==> src/rtl/cpu_ctrl_pkg.sv <==
// Shared control-path definitions for the microcode sequencer: state
// encodings, control-word bit positions and address widths.
package cpu_ctrl_pkg;

  localparam int OPC_W  = 4;
  localparam int ROM_AW = 8;
  localparam int CW_W   = 16;
  localparam int CW_HLT = 15;
  localparam int CW_SR  = 0;

  typedef enum logic [1:0] {
    S_ADDR = 2'd0,
    S_EXEC = 2'd1,
    S_HALT = 2'd2
  } seq_state_t;

  // A non-halting word ends its instruction when it carries step-reset,
  // is all zero, or is fetched at the last legal step.
  function automatic logic cw_ends_instr(input logic [CW_W-1:0] cw,
                                         input int              sr_bit,
                                         input logic            at_last);
    return cw[sr_bit] | (cw == '0) | at_last;
  endfunction

endpackage

==> src/rtl/microstep_counter.sv <==
// Microstep counter: synchronous clear, increment, wrap to 0 after MAX_STEP.
// Clear has priority over increment.
module microstep_counter #(
  parameter int STEP_W   = 4,
  parameter int MAX_STEP = 7
) (
  input  logic              clk,
  input  logic              rst_n,
  input  logic              i_clr,
  input  logic              i_inc,
  output logic [STEP_W-1:0] o_step
);

  logic [STEP_W-1:0] r_step;
  logic              w_at_max;

  assign w_at_max = (r_step == STEP_W'(MAX_STEP));
  assign o_step   = r_step;

  // Step register: clear wins, otherwise count modulo MAX_STEP+1.
  always_ff @(posedge clk or negedge rst_n) begin
    if (!rst_n) begin
      r_step <= '0;
    end else if (i_clr) begin
      r_step <= '0;
    end else if (i_inc) begin
      if (w_at_max) r_step <= '0;
      else          r_step <= r_step + 1'b1;
    end
  end

endmodule

==> src/rtl/microcode_sequencer.sv <==
// Microcode sequencer: forms the control-ROM address {opcode, step}, waits
// one cycle for the registered ROM, presents the returned control word for
// a single cycle and then advances, ends or halts the instruction.
// Optional feature macro: SEQ_SINGLE_STEP_EN adds step_mode/step_req so the
// sequencer can be walked one microstep per request pulse.
module microcode_sequencer
  import cpu_ctrl_pkg::*;
#(
  parameter int STEP_W   = 4,
  parameter int MAX_STEP = 7,
  parameter int HLT_BIT  = CW_HLT,
  parameter int SR_BIT   = CW_SR
) (
  input  logic              clk,
  input  logic              rst_n,
  input  logic [OPC_W-1:0]  opcode,
  input  logic              run,
  input  logic              clear_halt,
`ifdef SEQ_SINGLE_STEP_EN
  input  logic              step_mode,
  input  logic              step_req,
`endif
  input  logic [CW_W-1:0]   ctrl_word,
  output logic [ROM_AW-1:0] rom_addr,
  output logic [CW_W-1:0]   ctrl_out,
  output logic              ctrl_valid,
  output logic              instr_done,
  output logic              halted,
  output logic [3:0]        step
);

  seq_state_t        r_state;
  seq_state_t        w_state_nxt;
  logic [STEP_W-1:0] w_step;
  logic              w_clr;
  logic              w_inc;
  logic              w_go;
  logic              w_at_last;

  // In single-step mode each request pulse releases exactly one fetch.
`ifdef SEQ_SINGLE_STEP_EN
  assign w_go = run & (~step_mode | step_req);
`else
  assign w_go = run;
`endif

  assign w_at_last = (w_step == STEP_W'(MAX_STEP));
  assign rom_addr  = {opcode, w_step};
  assign step      = 4'(w_step);

  microstep_counter #(
    .STEP_W   (STEP_W),
    .MAX_STEP (MAX_STEP)
  ) u_step_cnt (
    .clk    (clk),
    .rst_n  (rst_n),
    .i_clr  (w_clr),
    .i_inc  (w_inc),
    .o_step (w_step)
  );

  // State register; reset discards any in-flight control word.
  always_ff @(posedge clk or negedge rst_n) begin
    if (!rst_n) r_state <= S_ADDR;
    else        r_state <= w_state_nxt;
  end

  // Next-state, step control and control-word gating.
  always_comb begin
    w_state_nxt = r_state;
    w_clr       = 1'b0;
    w_inc       = 1'b0;
    ctrl_out    = '0;
    ctrl_valid  = 1'b0;
    instr_done  = 1'b0;
    halted      = 1'b0;
    case (r_state)
      S_ADDR: begin
        if (w_go) w_state_nxt = S_EXEC;
      end
      S_EXEC: begin
        // The word is always driven for its one cycle, even a halting one.
        ctrl_out   = ctrl_word;
        ctrl_valid = 1'b1;
        if (ctrl_word[HLT_BIT]) begin
          w_state_nxt = S_HALT;
        end else if (cw_ends_instr(ctrl_word, SR_BIT, w_at_last)) begin
          w_clr       = 1'b1;
          instr_done  = 1'b1;
          w_state_nxt = S_ADDR;
        end else begin
          w_inc       = 1'b1;
          w_state_nxt = S_ADDR;
        end
      end
      S_HALT: begin
        halted = 1'b1;
        if (clear_halt) begin
          w_clr       = 1'b1;
          w_state_nxt = S_ADDR;
        end
      end
      default: begin
        w_clr       = 1'b1;
        w_state_nxt = S_ADDR;
      end
    endcase
  end

endmodule
==> config.mk <==
export PLATFORM = sky130hd
export DESIGN_NAME = microcode_sequencer
export DESIGN_NICKNAME = d
export VERILOG_FILES = /design/src/rtl/cpu_ctrl_pkg.sv /design/src/rtl/microstep_counter.sv /design/src/rtl/microcode_sequencer.sv
export SDC_FILE = /design/constraint.sdc
export NUM_CORES = 1
export LEC_CHECK = 0
export ABC_AREA = 1
export CELL_PAD_IN_SITES_DETAIL_PLACEMENT = 1
export CELL_PAD_IN_SITES_GLOBAL_PLACEMENT = 2
export CORE_ASPECT_RATIO = 1.75
export CORE_MARGIN = 4
export CORE_UTILIZATION = 13
export DETAILED_ROUTE_END_ITERATION = 12
export HOLD_SLACK_MARGIN = 0.05
export MAX_ROUTING_LAYER = met4
export PLACE_DENSITY = 0.9
export SLEW_MARGIN = 20
export SYNTH_ARGS = -nofsm -noshare
export SYNTH_HDL_FRONTEND = slang
export SYNTH_SLANG_ARGS = --single-unit
export TNS_END_PERCENT = 1
==> constraint.sdc <==
create_clock -name clk -period 1.88 [get_ports clk]
set_clock_uncertainty 0.15 [all_clocks]
set_input_delay 0.282 -clock clk [delete_from_list [all_inputs] [get_ports clk]]
set_output_delay 0.282 -clock clk [all_outputs]
set_load 0.01 [all_outputs]
# == After elaboration in Yosys (flattened, before gate mapping) ==
# Cells that the tools add are included.
# word_totals
register_bits,6
inputBits,24
output_inout_bits,31
word_cells,32
# op_classes
add_sub_neg,1
n_eq_ne,5
mux,18
bitwise,2
n_reduce_logical,4
# op_table
cell,n
16-bit logical NOT,1
16-bit 2-to-1 mux,1
4-bit 2-to-1 mux,3
1-bit 2-to-1 mux,9
2-bit 2-to-1 mux,3
2-bit one-hot mux with 3 select lines,1
"4-bit by 1-bit adder with 4-bit output, second input constant",1
"4-bit by 3-bit equality test with 1-bit output, second input constant",1
"2-bit != test, second input constant",2
1-bit one-hot mux with 3 select lines,1
"2-bit by 1-bit equality test with 1-bit output, second input constant",1
"2-bit equality test, second input constant",1
2-bit logical NOT,1
1-bit OR,2
2-bit AND reduction,1
2-bit nonzero test,1

# == Logic depth before layout (Yosys ltp) ==
# depth
word_depth,8
mapped_depth,8
depth_no_buf,8

# == Modules after synthesis ==
# From an unflattened synthesis, not the netlist that was laid out.
# unflattened
hier_cells,105
area_unflattened_um2,685.7
# modules_own_cells
mod,instances,cells_each,area_per_inst_um2,seq_area_each_um2
microcode_sequencer,1,75,471.7,50.0
microstep_counter,1,30,214.0,100.1

# == Worst setup path after synthesis ==
# Ideal clock, no wire load.
# synth_timing
kind,reg-to-output
from,register r_state[1]
to,output port ctrl_out[15]
t_arrival_ns,1.069
required_ns,1.448
setup_slack_ns,0.379
stages_incl_launch_ff,6
path_buffers,2
path_cell_list,dfrtp_1 -> nor2_4 -> inv_2 -> buf_2 -> nor2_1 -> buf_4
# synth_via
elab_chain_cells,2
# synth_rtl
element,line_no,text
from (decl),microcode_sequencer.sv:32,seq_state_t r_state;
from (signal assigned),microcode_sequencer.sv:65,else r_state <= w_state_nxt;
2-bit by 1-bit equality test with 1-bit output,microcode_sequencer.sv:77,case (r_state)
16-bit 2-to-1 mux,microcode_sequencer.sv:77,
to (decl),microcode_sequencer.sv:25,"output logic [CW_W-1:0] ctrl_out,"
# Every way passes these cells.

# == Worst setup path after layout ==
# layout_timing
from,register r_state[0]
to,output port ctrl_valid
# layout_via
elab_chain_cells,2
# layout_rtl
element,line_no,text
2-bit by 1-bit equality test with 1-bit output,microcode_sequencer.sv:77,
1-bit 2-to-1 mux,microcode_sequencer.sv:77,
to (decl),microcode_sequencer.sv:26,"output logic ctrl_valid,"
# Every way passes these cells.

==> results <==
- The run finished with clean final reports.
- Of the total synthesized cell area, the portion taken by full adders, half adders and majority gates is 2.08%.
- For this design the static power due to leakage is 0.725 nW.
- The worst setup path is captured at an output pin.
- Sorting the synthesized cells by area gives the leading types as dfrtp_1 (25%), nor2_1 (19%), inv_1 (14%), buf_4 (11%), nand2_1 (11%).
- The gate count of the mapped netlist is 103.
- The area of the die is 5830 um^2.
- The largest driver fanout on the critical path is 3.
- The count of yosys warnings during synthesis is 0.
- In the routed layout, each cell is associated on average with a via count of 3.79.
- The final critical path time including I/O delays and setup is 1.82 ns.
- The type of the tightest min-delay check is in -> async.
- The cell count of the worst reg-to-reg path is 8.
- The row count is 32.
- The fill cell instance count of the final layout is 566.
- After global routing the overflow that remains totals 0.
- The slowest library cell on the worst path is clkdlybuf4s50_1.
- After Yosys synthesis, XOR and XNOR cells account for 2.91% of the synthesized area.
- The post-synthesis cell area is 602 um^2.
- 55 I/O pins were placed.
- The initial utilization of the core area, before any placement, comes to 13.5%.
- At the end of the flow, the number of nets in the layout was 178.
- Entering global routing, the biggest net connects 18 pins.
- In the routed design, unresolved DRC markers number 0.
- The number of antenna diodes in the final layout is 0.
- The critical path runs through a total of 3 cells.
- The all-layer global routing usage is 8.43%.
- The longest clock path from root to sink contains 2 buffers.
- The number of vias in the routed layout is 766.
- The global placement routability congestion is 0.801.
- The initial antenna violation count is 0.
- The HPWL after detailed placement is 1810 um.
- The total count of max-transition violations in the final report is 0.
- Broken down by cell family, the worst path's largest delay share belongs to buffers and inverters.
- The total number of clock tree sinks is 6.
- The average instance in the mapped netlist occupies 5.84 um^2.
- TritonCTS built the clock tree.
- The iteration count of the initial detailed-routing pass is 2.
- Once detail routing completed, the nets flagged for antenna violations numbered 0.
- The post-synthesis mux area share is 0%.
- The number of nets handed over by synthesis was 128.
- The number of input and output port buffers inserted is 46.
- Setup repair after global routing left no endpoint under its margin.
- The final layout contains routed wiring with a total length of 2130 um.
- The die width is 59.4 um.
- The register area share after synthesis is 24.9%.
- The maximum vdd drop is 0.000517 V.
- The main combinational cell family by area after synthesis is simple AND/OR/NAND/NOR gates.
- The floorplan step set the die height to 98.0 um.
- The clock latency on the worst-skew pair is 0.22 ns.
- The number of buffers created by CTS is 3.
- The DRC violation total after the first TritonRoute iteration is 8.
- The root buffer cell is clkbuf_8.
- After detailed routing, the average wire length per cell comes to 10.5 um.
- The synthesized-area fraction occupied by ao, oa, aoi and oai cells is 3.12%.
- The number of global-route vias before repair is 849.
- In this run the biggest area consumer among cell types represents 24.9% of the synthesized area.
- The deepest level of the CTS H-tree is 1.
- The post-route netlist has 15.2% of its cells at a drive strength greater than 1.
- The largest area contributor in the synthesized netlist is dfrtp_1.
- The total power divided by cell area is 792 nW/um^2.
- The area share of and/or/nand/nor cells after synthesis is 39.9%.
- The critical path buffer and inverter count is 2.
- Prior to clock tree synthesis, the placed netlist has a worst setup slack of -0.342 ns.
- Setup violations remaining at the end of the flow were counted as 0.
- The number of setup buffers added after CTS is 0.
- Yosys mapped the design onto 17 distinct sky130hd cell types.
- The worst setup path is launched from a register.
- The setup path with the least slack is of type reg -> out.
- Leaving out fill and tap cells, the most frequent cell in the layout is nor2_1.
- The synthesized flop and latch total is 6.
- Max-cap violations in this run came to 0.
- At the worst endpoint, the required time is 1.45 ns.
- The signal on the critical path passes through inv_2 > nor2_4 > clkdlybuf4s50_1.
- The period utilization is 96.9%.
- Headroom to the max-slew limit came out at 80.5%.
- The biggest cell delay along the critical path is 0.57 ns.
- At the worst endpoint, the arrival time is 1.39 ns.
- Adding up every negative setup slack in the final design gives 0 ns.
- In the layout the commonest cells are nor2_1 (29), inv_1 (21), clkdlybuf4s50_1 (19).
- The count of endpoints failing hold in the final timing report came to 0.
- The global-route wire length before repair is 3620 um.
- After clock tree synthesis, the clock-pin slew on the worst setup and hold paths is 0.03 ns.
- The maximum clock frequency is 549 MHz.
- At the pin with the least slew margin, the transition time is 0.292 ns.
- In the post-route analysis, the smallest setup slack over all paths is 0.0587 ns.
- The placeable core region is 4440 um^2.
- From synthesis to final layout, the design area changed by 94.0%.
- The design draws 0.924 mW.
[sequential cells by signal (all words and copies together) (netlist names)]
signal / cells
r_state: 2
u_step_cnt.o_step: 4
[per-stage QoR]
| step | utilization [%] | hold WS (ns) | instance area [um^2] | cells |
|---|---|---|---|---|
| 6_report | 26.3 | 0.159 | 1170 | 202 |
| 5_1_grt | 26.3 | 0.177 | 1170 | 202 |
| 4_1_cts | 25.8 | 0.161 | 1150 | 202 |
| 3_5_place_dp | 25.2 | 0.401 | 1120 | 199 |
| 3_3_place_gp | 25.2 | 0.404 | 1120 | 199 |
| 2_1_floorplan | - | -0.164 | 602 | 103 |
[cell families (layout without fill, tap and decap cells)]
logic type / Yosys count / in the layout
xor gates and xnor gates: 2 / 2
adders and majority gates: 1 / 1
and+or+nand+nor: 57 / 57
AOI/OAI and AO/OA: 3 / 3
DFF: 6 / 6
buffers and inverters: 34 / 82
[cell type report]
cell class                 instances  area (um^2)  area share [%]
timing repair buffer              55          520            44.6
multi-input combinational         63          297            25.4
sequential                         6          150            12.9
inverter                          24         95.1            8.15
tap                               51         63.8            5.47
clock buffer                       3         41.3            3.54
[metal layers]
layer	global-route usage (%)	part of all wire, %	vias to the layer above
met4	6.28	4.3	0
met1	7.95	33	342
met5	-	0	-
met3	0.926	6.1	7
li1	-	-	381
met2	14.7	56	36
[path summary, 6_finish.rpt]
check / startpoint / end / slack, ns
max: r_state[0] / ctrl_valid / 0.06
max in group asynchronous: rst_n / u_step_cnt.o_step[0] / 1.20
max reg2reg: r_state[0] / u_step_cnt.o_step[2] / 0.47
min reg2reg: r_state[0] / r_state[0] / 0.42
min: rst_n / u_step_cnt.o_step[3] / 0.16
min in group clk: opcode[1] / rom_addr[5] / 0.41
[synthesized netlist by cell type, drive strengths merged]
library cell,instances
nor2,32
inv,24
nand2,20
buf,10
dfrtp,6
nand3,4
o21ai,2
xor2,2
a21oi,1
ha,1
nor3b,1
[power breakdown]
part | internal [mW] | leakage, nW | switching (mW)
logic | 0.290 | 0.624 | 0.252
clock network | 0.137 | 0.0216 | 0.0553
registers | 0.168 | 0.0792 | 0.0217
total | 0.595 | 0.725 | 0.329
[repair_timing]
| item | 4_1_cts | 5_1_grt |
|---|---|---|
| pin swaps | 2 | 9 |
| endpoints found under the hold margin | 0 | 0 |
| gates cloned | 0 | 0 |
| resized for setup | 24 | 12 |
| hold buffers | 0 | 0 |
| setup endpoints to repair | 18 | 1 |
Power figures use the tool's default switching activity.
